==> src/rtl/branch_predictor.sv <==
// Bimodal BHT of 2-bit saturating counters; define BRANCH_PREDICTOR_GSHARE_EN to XOR the index with a global history.
// Prediction is combinational (zero latency); training and statistics commit on the rising edge; never stalls.
module branch_predictor #(
  parameter int INDEX_W = 6,
  parameter int STAT_W  = 32
) (
  input  logic              clk,
  input  logic              rst_n,
  input  logic              pred_req,
  input  logic [31:0]       pred_pc,
  output logic              pred_taken,
  input  logic              upd_en,
  input  logic [31:0]       upd_pc,
  input  logic              upd_is_cond,
  input  logic              upd_token,
  input  logic              upd_pred_taken,
  output logic              mispredict,
  output logic [STAT_W-1:0] cond_cnt,
  output logic [STAT_W-1:0] miss_cnt
);

  localparam int ENTRIES = 1 << INDEX_W;

  logic [1:0]         r_bht [ENTRIES];
  logic [STAT_W-1:0]  r_cond_cnt;
  logic [STAT_W-1:0]  r_miss_cnt;
  logic [INDEX_W-1:0] w_pred_idx;
  logic [INDEX_W-1:0] w_upd_idx;
  logic [1:0]         w_upd_ctr;
  logic               w_train;
  logic               w_miss;
  logic               w_unused_pc;

`ifdef BRANCH_PREDICTOR_GSHARE_EN
  logic [INDEX_W-1:0] r_ghr;

  // Prediction and training both hash with the pre-edge history.
  assign w_pred_idx = pred_pc[INDEX_W+1:2] ^ r_ghr;
  assign w_upd_idx  = upd_pc[INDEX_W+1:2] ^ r_ghr;

  always_ff @(posedge clk or negedge rst_n) begin
    if (!rst_n) begin
      r_ghr <= '0;
    end else if (w_train) begin
      r_ghr <= {r_ghr[INDEX_W-2:0], upd_token};
    end
  end
`else
  assign w_pred_idx = pred_pc[INDEX_W+1:2];
  assign w_upd_idx  = upd_pc[INDEX_W+1:2];
`endif

  // Word-aligned PCs: low two bits and the untagged upper bits never reach the table.
  assign w_unused_pc = ^{pred_pc[31:INDEX_W+2], pred_pc[1:0], upd_pc[31:INDEX_W+2], upd_pc[1:0]};

  assign w_train    = upd_en & upd_is_cond;
  assign w_miss     = w_train & (upd_token ^ upd_pred_taken);
  assign w_upd_ctr  = r_bht[w_upd_idx];

  assign pred_taken = pred_req & r_bht[w_pred_idx][1];
  assign mispredict = w_miss;
  assign cond_cnt   = r_cond_cnt;
  assign miss_cnt   = r_miss_cnt;

  always_ff @(posedge clk or negedge rst_n) begin
    if (!rst_n) begin
      for (int i = 0; i < ENTRIES; i++) begin
        r_bht[i] <= 2'b01;
      end
    end else if (w_train) begin
      if (upd_token && (w_upd_ctr != 2'b11)) begin
        r_bht[w_upd_idx] <= w_upd_ctr + 2'd1;
      end else if (!upd_token && (w_upd_ctr != 2'b00)) begin
        r_bht[w_upd_idx] <= w_upd_ctr - 2'd1;
      end
    end
  end

  // Statistics stick at all-ones rather than wrapping.
  always_ff @(posedge clk or negedge rst_n) begin
    if (!rst_n) begin
      r_cond_cnt <= '0;
      r_miss_cnt <= '0;
    end else begin
      if (w_train && (r_cond_cnt != '1)) begin
        r_cond_cnt <= r_cond_cnt + STAT_W'(1);
      end
      if (w_miss && (r_miss_cnt != '1)) begin
        r_miss_cnt <= r_miss_cnt + STAT_W'(1);
      end
    end
  end

endmodule
==> config.mk <==
export PLATFORM = sky130hd
export DESIGN_NAME = branch_predictor
export DESIGN_NICKNAME = d
export VERILOG_FILES = /design/src/rtl/branch_predictor.sv
export SDC_FILE = /design/constraint.sdc
export NUM_CORES = 1
export LEC_CHECK = 0
export ABC_AREA = 1
export CAP_MARGIN = 20
export CORE_MARGIN = 2
export CORE_UTILIZATION = 55
export CTS_BUF_LIST = sky130_fd_sc_hd__clkbuf_4 sky130_fd_sc_hd__clkbuf_8
export CTS_CLUSTER_DIAMETER = 50
export DETAILED_ROUTE_END_ITERATION = 10
export DONT_BUFFER_PORTS = 1
export PLACE_DENSITY = 0.7
export REMOVE_ABC_BUFFERS = 1
export SLEW_MARGIN = 20
export SYNTH_ARGS = -nofsm -noshare
export SYNTH_HDL_FRONTEND = slang
export SYNTH_SLANG_ARGS = --single-unit
==> constraint.sdc <==
create_clock -name clk -period 2.4 [get_ports clk]
set_input_delay 0.48 -clock clk [delete_from_list [all_inputs] [get_ports clk]]
set_output_delay 0.48 -clock clk [all_outputs]
set_load 0.01 [all_outputs]
* Yosys cells after proc, flatten, opt, wreduce, memory -nomap -nowiden *
Cells that the tools add are included.

cells by class
  $add $sub $neg = 4
  $lt $le $gt $ge = 3
  eq/ne operators = 3
  muxes and demuxes = 12
  bitwise operators = 6
  reductions and logical operators = 9

operators with widths
  operator                                                                      number
  128-bit bitwise mux                                                           2
  128-bit 2-to-1 mux                                                            2
  32-bit by 1-bit adder with 32-bit output, second input constant               2
  32-bit != test, second input constant                                         2
  2-bit binary-select mux with 6-bit select                                     2
  7-bit greater-or-equal comparator, second input constant                      2
  6-bit NOT with 7-bit output                                                   2
  2-bit demux with 6-bit select                                                 1
  2-bit 2-to-1 mux                                                              5
  7-bit by 1-bit less-than comparator with 1-bit output, second input constant  1
  1-bit logical AND                                                             5
  2-bit nonzero test                                                            2
  1-bit bitwise AND                                                             3
  2-bit by 1-bit adder with 2-bit output, second input constant                 1
  2-bit != test, second input constant                                          1
  2-bit AND reduction                                                           1
  2-bit by 1-bit subtractor with 2-bit output, second input constant            1
  1-bit logical NOT                                                             1
  1-bit XOR                                                                     1

storage, ports and cells
  register bits after elaboration = 192
  output and inout bits = 66
  word-level logic and storage cells = 103

* Depth between registers and ports, before layout *
  depth after elaboration = 8
  gate-level depth with buffers = 24
  depth with buffers taken out = 21

* Worst setup path after synthesis *
No wires, ideal clock.

  path kind = input port to flip-flop
  start = input upd_pc[2]
  end = register r_bht[3] (netlist bit)
  data arrival time = 2.851 ns
  data required time = 2.254 ns
  slack = -0.598 ns
  stages = 23
  buffers on the path = 3
  cell sequence = buf_4 -> inv_2 -> buf_6 -> buf_4 -> nand3_1 -> inv_2 -> nand2_1 -> nand2_1 -> nor2_1 -> nand2_1 -> nand2_1 -> nand2_1 -> nor2_1 -> nand2_1 -> inv_2 -> ha_1 -> or2_1 -> a21oi_1 -> inv_2 -> nor2_1 -> nand2_1 -> nand2_1 -> o21ai_0

on the way
  longest elaborated chain between the ends = 8

ends and longest elaborated chain
  what                                                                                line        RTL
  from (decl)                                                                         13          input logic [31:0] upd_pc,
  6-bit NOT with 7-bit output (not written as such) *                                 58, 72, 74
  2-bit binary-select mux with 6-bit select (tied with other cells)                   58          assign w_upd_ctr = r_bht[w_upd_idx];
  2-bit 2-to-1 mux (not written as such) / 1-bit logical AND (equally long branches)  58, 72, 74
  2-bit 2-to-1 mux (on tied branches)                                                 58, 72, 74
  2-bit by 1-bit subtractor with 2-bit output (tied with other cells)                 74          r_bht[w_upd_idx] <= w_upd_ctr - 2'd1;
  128-bit bitwise mux (tied with other cells)                                         74
  128-bit 2-to-1 mux / 2-bit nonzero test (equally long branches)                     -
  128-bit 2-to-1 mux / 2-bit AND reduction (equally long branches)                    -
  to (signal, indexed assignment)                                                     72          r_bht[w_upd_idx] <= w_upd_ctr + 2'd1;
  to (signal, indexed assignment)                                                     74
  to (decl)                                                                           24          logic [1:0] r_bht [ENTRIES];

Mark *: on every way between the ends. The rest lies on a longest branch, timed or not. The select of a mux whose other input is x is not followed.
A chain may end at the register's enable or synchronous reset.

==> metrics.txt <==
first-pass GRT wire length=about 53000 µm; Critical Path Slowest Stage Cell=dfstp_2; Sink Count=roughly 190; Synth Area in Compound Gates=0.0510; PwrDens=around 560 nW/µm²; crit path DAT=3.12 ns; Netlist Area Pre-Place=~11000 µm²; clk buf depth=2; Power, Total=about 7.1 mW; CP dominant cell by count=nand2_1; slack of the critical path=-0.287 ns; clk_skew=roughly 0.019 ns; Via Count=~11000; Max stage delay on crit path=0.55 ns; count of unique library cells instantiated by Yosys=31; #FFs+latches synth=roughly 190; Achievable Freq=~370 MHz; maximum VDD drop=just over 0.0005 V; leakage power=6.66 nW; most common cell in the netlist=nand2_1; Worst Setup End Kind=register; Setup-failing EPs final=approximately 130; routed vias/inst=approximately 5.4; largest family of logic cells by synthesized area=simple AND/OR/NAND/NOR gates; Mapped Cells=1636; TritonRoute pass-1 iters=6; biggest area consumer among synthesized cells=dfrtp_1; NetSw=around 2.3 mW; Congestion Overflow GR=0; combinational power share=0.159; Slew @ Worst Pin=between 0.8 and 0.9 ns; ANT nets after route=0; Max Transition Viols Final=0; ys async rst share=1.00; Die Footprint=between 20000 and 25000 µm²; post-synthesis sequential area ratio=0.431; row count=52; final WL=32500 µm; Post-synth EDFFs=0; DIE WIDTH=between 100 and 150 µm; initial core utilization=0.560; max_slew headroom=0.457; WS Path Type=reg -> reg; initial antenna violation count=0; Max H-tree Level=4; Worst-path clk slew=0.12 ns; Hold Violations, Final=170; Ant. Diodes=0; CP max FO=8; min Tclk post-route=2.69 ns; Setup TNS=-26.63 ns; RSZ-0062 raised after global routing=yes; clock power share=0.312; xor-xnor portion of the synthesized cell area=0.0472; share of post-route cells with drive strength above 1=0.165; syn_area_per_cell=~6.9 µm²; 1st-iter DRT viols=between 700 and 800; violated checks=negative hold slack, negative setup slack; root buffer cell=clkbuf_8; nets@finish=between 1500 and 2000; CTS Buf Count=17; IO Port Bufs=0; post-synthesis adder-cell area fraction=0.00442; sequential fraction of design power=0.528; worst endpoint required time=roughly 2.8 ns; type of origin of the critical path=register; Min Hold Slack=-0.328 ns; chip height=148 µm; largest net degree at the start of global routing=between 150 and 200; Area Growth Syn to Fin=12.9%; switching share of total power=0.316; mux cell area share after synthesis=0; vias in the first global route=10468; status=complete, but fails checks; CTS tree=yes; prevailing post-synth register cell=dfrtp_1; Synth warnings=0; detailed placer's ending HPWL=roughly 22000 µm; # IOs=about 140; internal power=between 4 and 5 mW; core area=20200 µm²; synth top area cells=dfrtp_1 (28%), nand2_1 (26%), dfstp_2 (15%); DRC viols=0; post-synthesis simple-gate area fraction=0.389; RePlAce Congestion=0.919; critical-path cell list=nand2_1 > nand2_1 > nand2_1 > nand2_2 > nand2_1 > nand2_1 > nand2_1 > nand2_2 > nor2_4 > nand2_2 > inv_2 > ha_4 > or2_1 > a21oi_2 > inv_4 > nor2_4 > buf_12 > nand2_1 > inv_1 > nand3_1 > nand2_1; Total GRT Usage=0.309; Worst Hold Class=in -> async; top cells by count, synth=nand2_1 (790), nand3_1 (143), dfrtp_1 (128); max-cap violations=0; area fraction of the dominant cell type after synthesis=0.283; Clk Latency, worst-skew pair=a little under 0.5 ns; Final period util=1.12; drt wl/cell=about 16 µm
## cells by family (layout without fill, tap and decap cells)
logic type,count (synthesis),count (layout)
AO/OA/AOI/OAI,115,115
XOR/XNOR,61,61
adder cells (fa/ha/maj),4,4
buffers and inverters,185,271
flip-flops,192,192
AND/OR/NAND/NOR,1079,1079
## power groups by stage
stage          sequential [mW]  clock [mW]  combinational (mW)
6_report                  3.77        2.23                1.14
5_1_grt                   3.80        2.39                1.28
4_1_cts                   3.77        2.27                1.13
3_5_place_dp              3.82           0                1.10
3_3_place_gp              3.82           0                1.09
2_1_floorplan             3.80           0               0.615
## area by class of cell
| type | instances | area (µm²) |
|---|---|---|
| Sequential cell | 192 | 4880 |
| Clock inverter | 15 | 173 |
| Clock buffer | 17 | 234 |
| Multi-Input combinational cell | 1259 | 5730 |
| Fill cell | 1850 | 7450 |
| Tap cell | 270 | 338 |
| Timing Repair Buffer | 117 | 965 |
| Inverter | 122 | 460 |
## what timing repair did
item | CTS | global route
buffers inserted | 0 | 0
resized for setup | 52 | 4
pin swaps | 19 | 1
endpoints found under the setup margin | 128 | 132
hold endpoints to repair | 192 | 192
## layout by cell type (no fill, tap or decap), types with 3 or more instances in the layout
cell type / synthesis / layout
xnor2_1: 19 / 18
inv_2: 16 / 20
nor2_2: 6 / 3
nand2_1: 790 / 767
o21ai_0: 27 / 26
a21oi_1: 28 / 25
nor3_2: 8 / 8
ha_1: 4 / 3
nor2_1: 80 / 75
buf_4: 4 / 108
inv_8: 0 / 5
clkbuf_8: 0 / 17
nor3_1: 26 / 26
dfrtp_1: 128 / 128
nand2_2: 1 / 20
a21oi_2: 0 / 3
inv_1: 106 / 101
inv_6: 0 / 3
nor2_4: 0 / 8
nand4_1: 12 / 12
xor2_1: 42 / 42
dfstp_2: 64 / 64
clkinvlp_4: 0 / 3
buf_12: 0 / 6
o21ai_1: 59 / 60
nand2_4: 0 / 4
nor4_1: 4 / 4
buf_6: 19 / 3
nand3_1: 143 / 142
## through the flow
stage | utilization | hold slack (ns) | instance area (µm²) | instances | worst slack, ns
floorplan | - | 0.184 | 10900 | 1573 | -4.16
global placement | 0.603 | 0.192 | 12200 | 1960 | -0.514
detailed placement | 0.603 | 0.191 | 12200 | 1960 | -0.594
CTS | 0.631 | -0.343 | 12800 | 1992 | -0.197
global route | 0.632 | -0.364 | 12800 | 1992 | -0.500
finish | 0.632 | -0.328 | 12800 | 1992 | -0.287
## worst paths after layout
check	start	end	slack (ns)	cells past startpoint
max	register	register	-0.29	21
min	rst_n	r_bht[109]	-0.33	0
max reg2reg	register	register	-0.29	21
min reg2reg	register	register	0.47	2
max in group asynchronous	rst_n	asynchronous set/reset pin	2.26	0
min in group clk	upd_pc[5]	r_bht[125]	0.33	4
## layer usage
layer | track usage | vias to the layer above | wire, µm
met5 | 0 | - | 0
met4 | 0.146 | 0 | 1290
met3 | 0.0713 | 99 | 2570
li1 | - | 5278 | -
met2 | 0.496 | 420 | 15000
met1 | 0.399 | 4980 | 13600
## worst max-delay path, delay by kind of cell (launching register included)
kind / cells / cell delay [ns]
and+or+nand+nor: 15 / 1.36
DFF: 1 / 0.55
buffers and inverters: 4 / 0.40
AOI/OAI and AO/OA: 1 / 0.19
adders and majority gates: 1 / 0.14
Power figures use the tool's default switching activity.
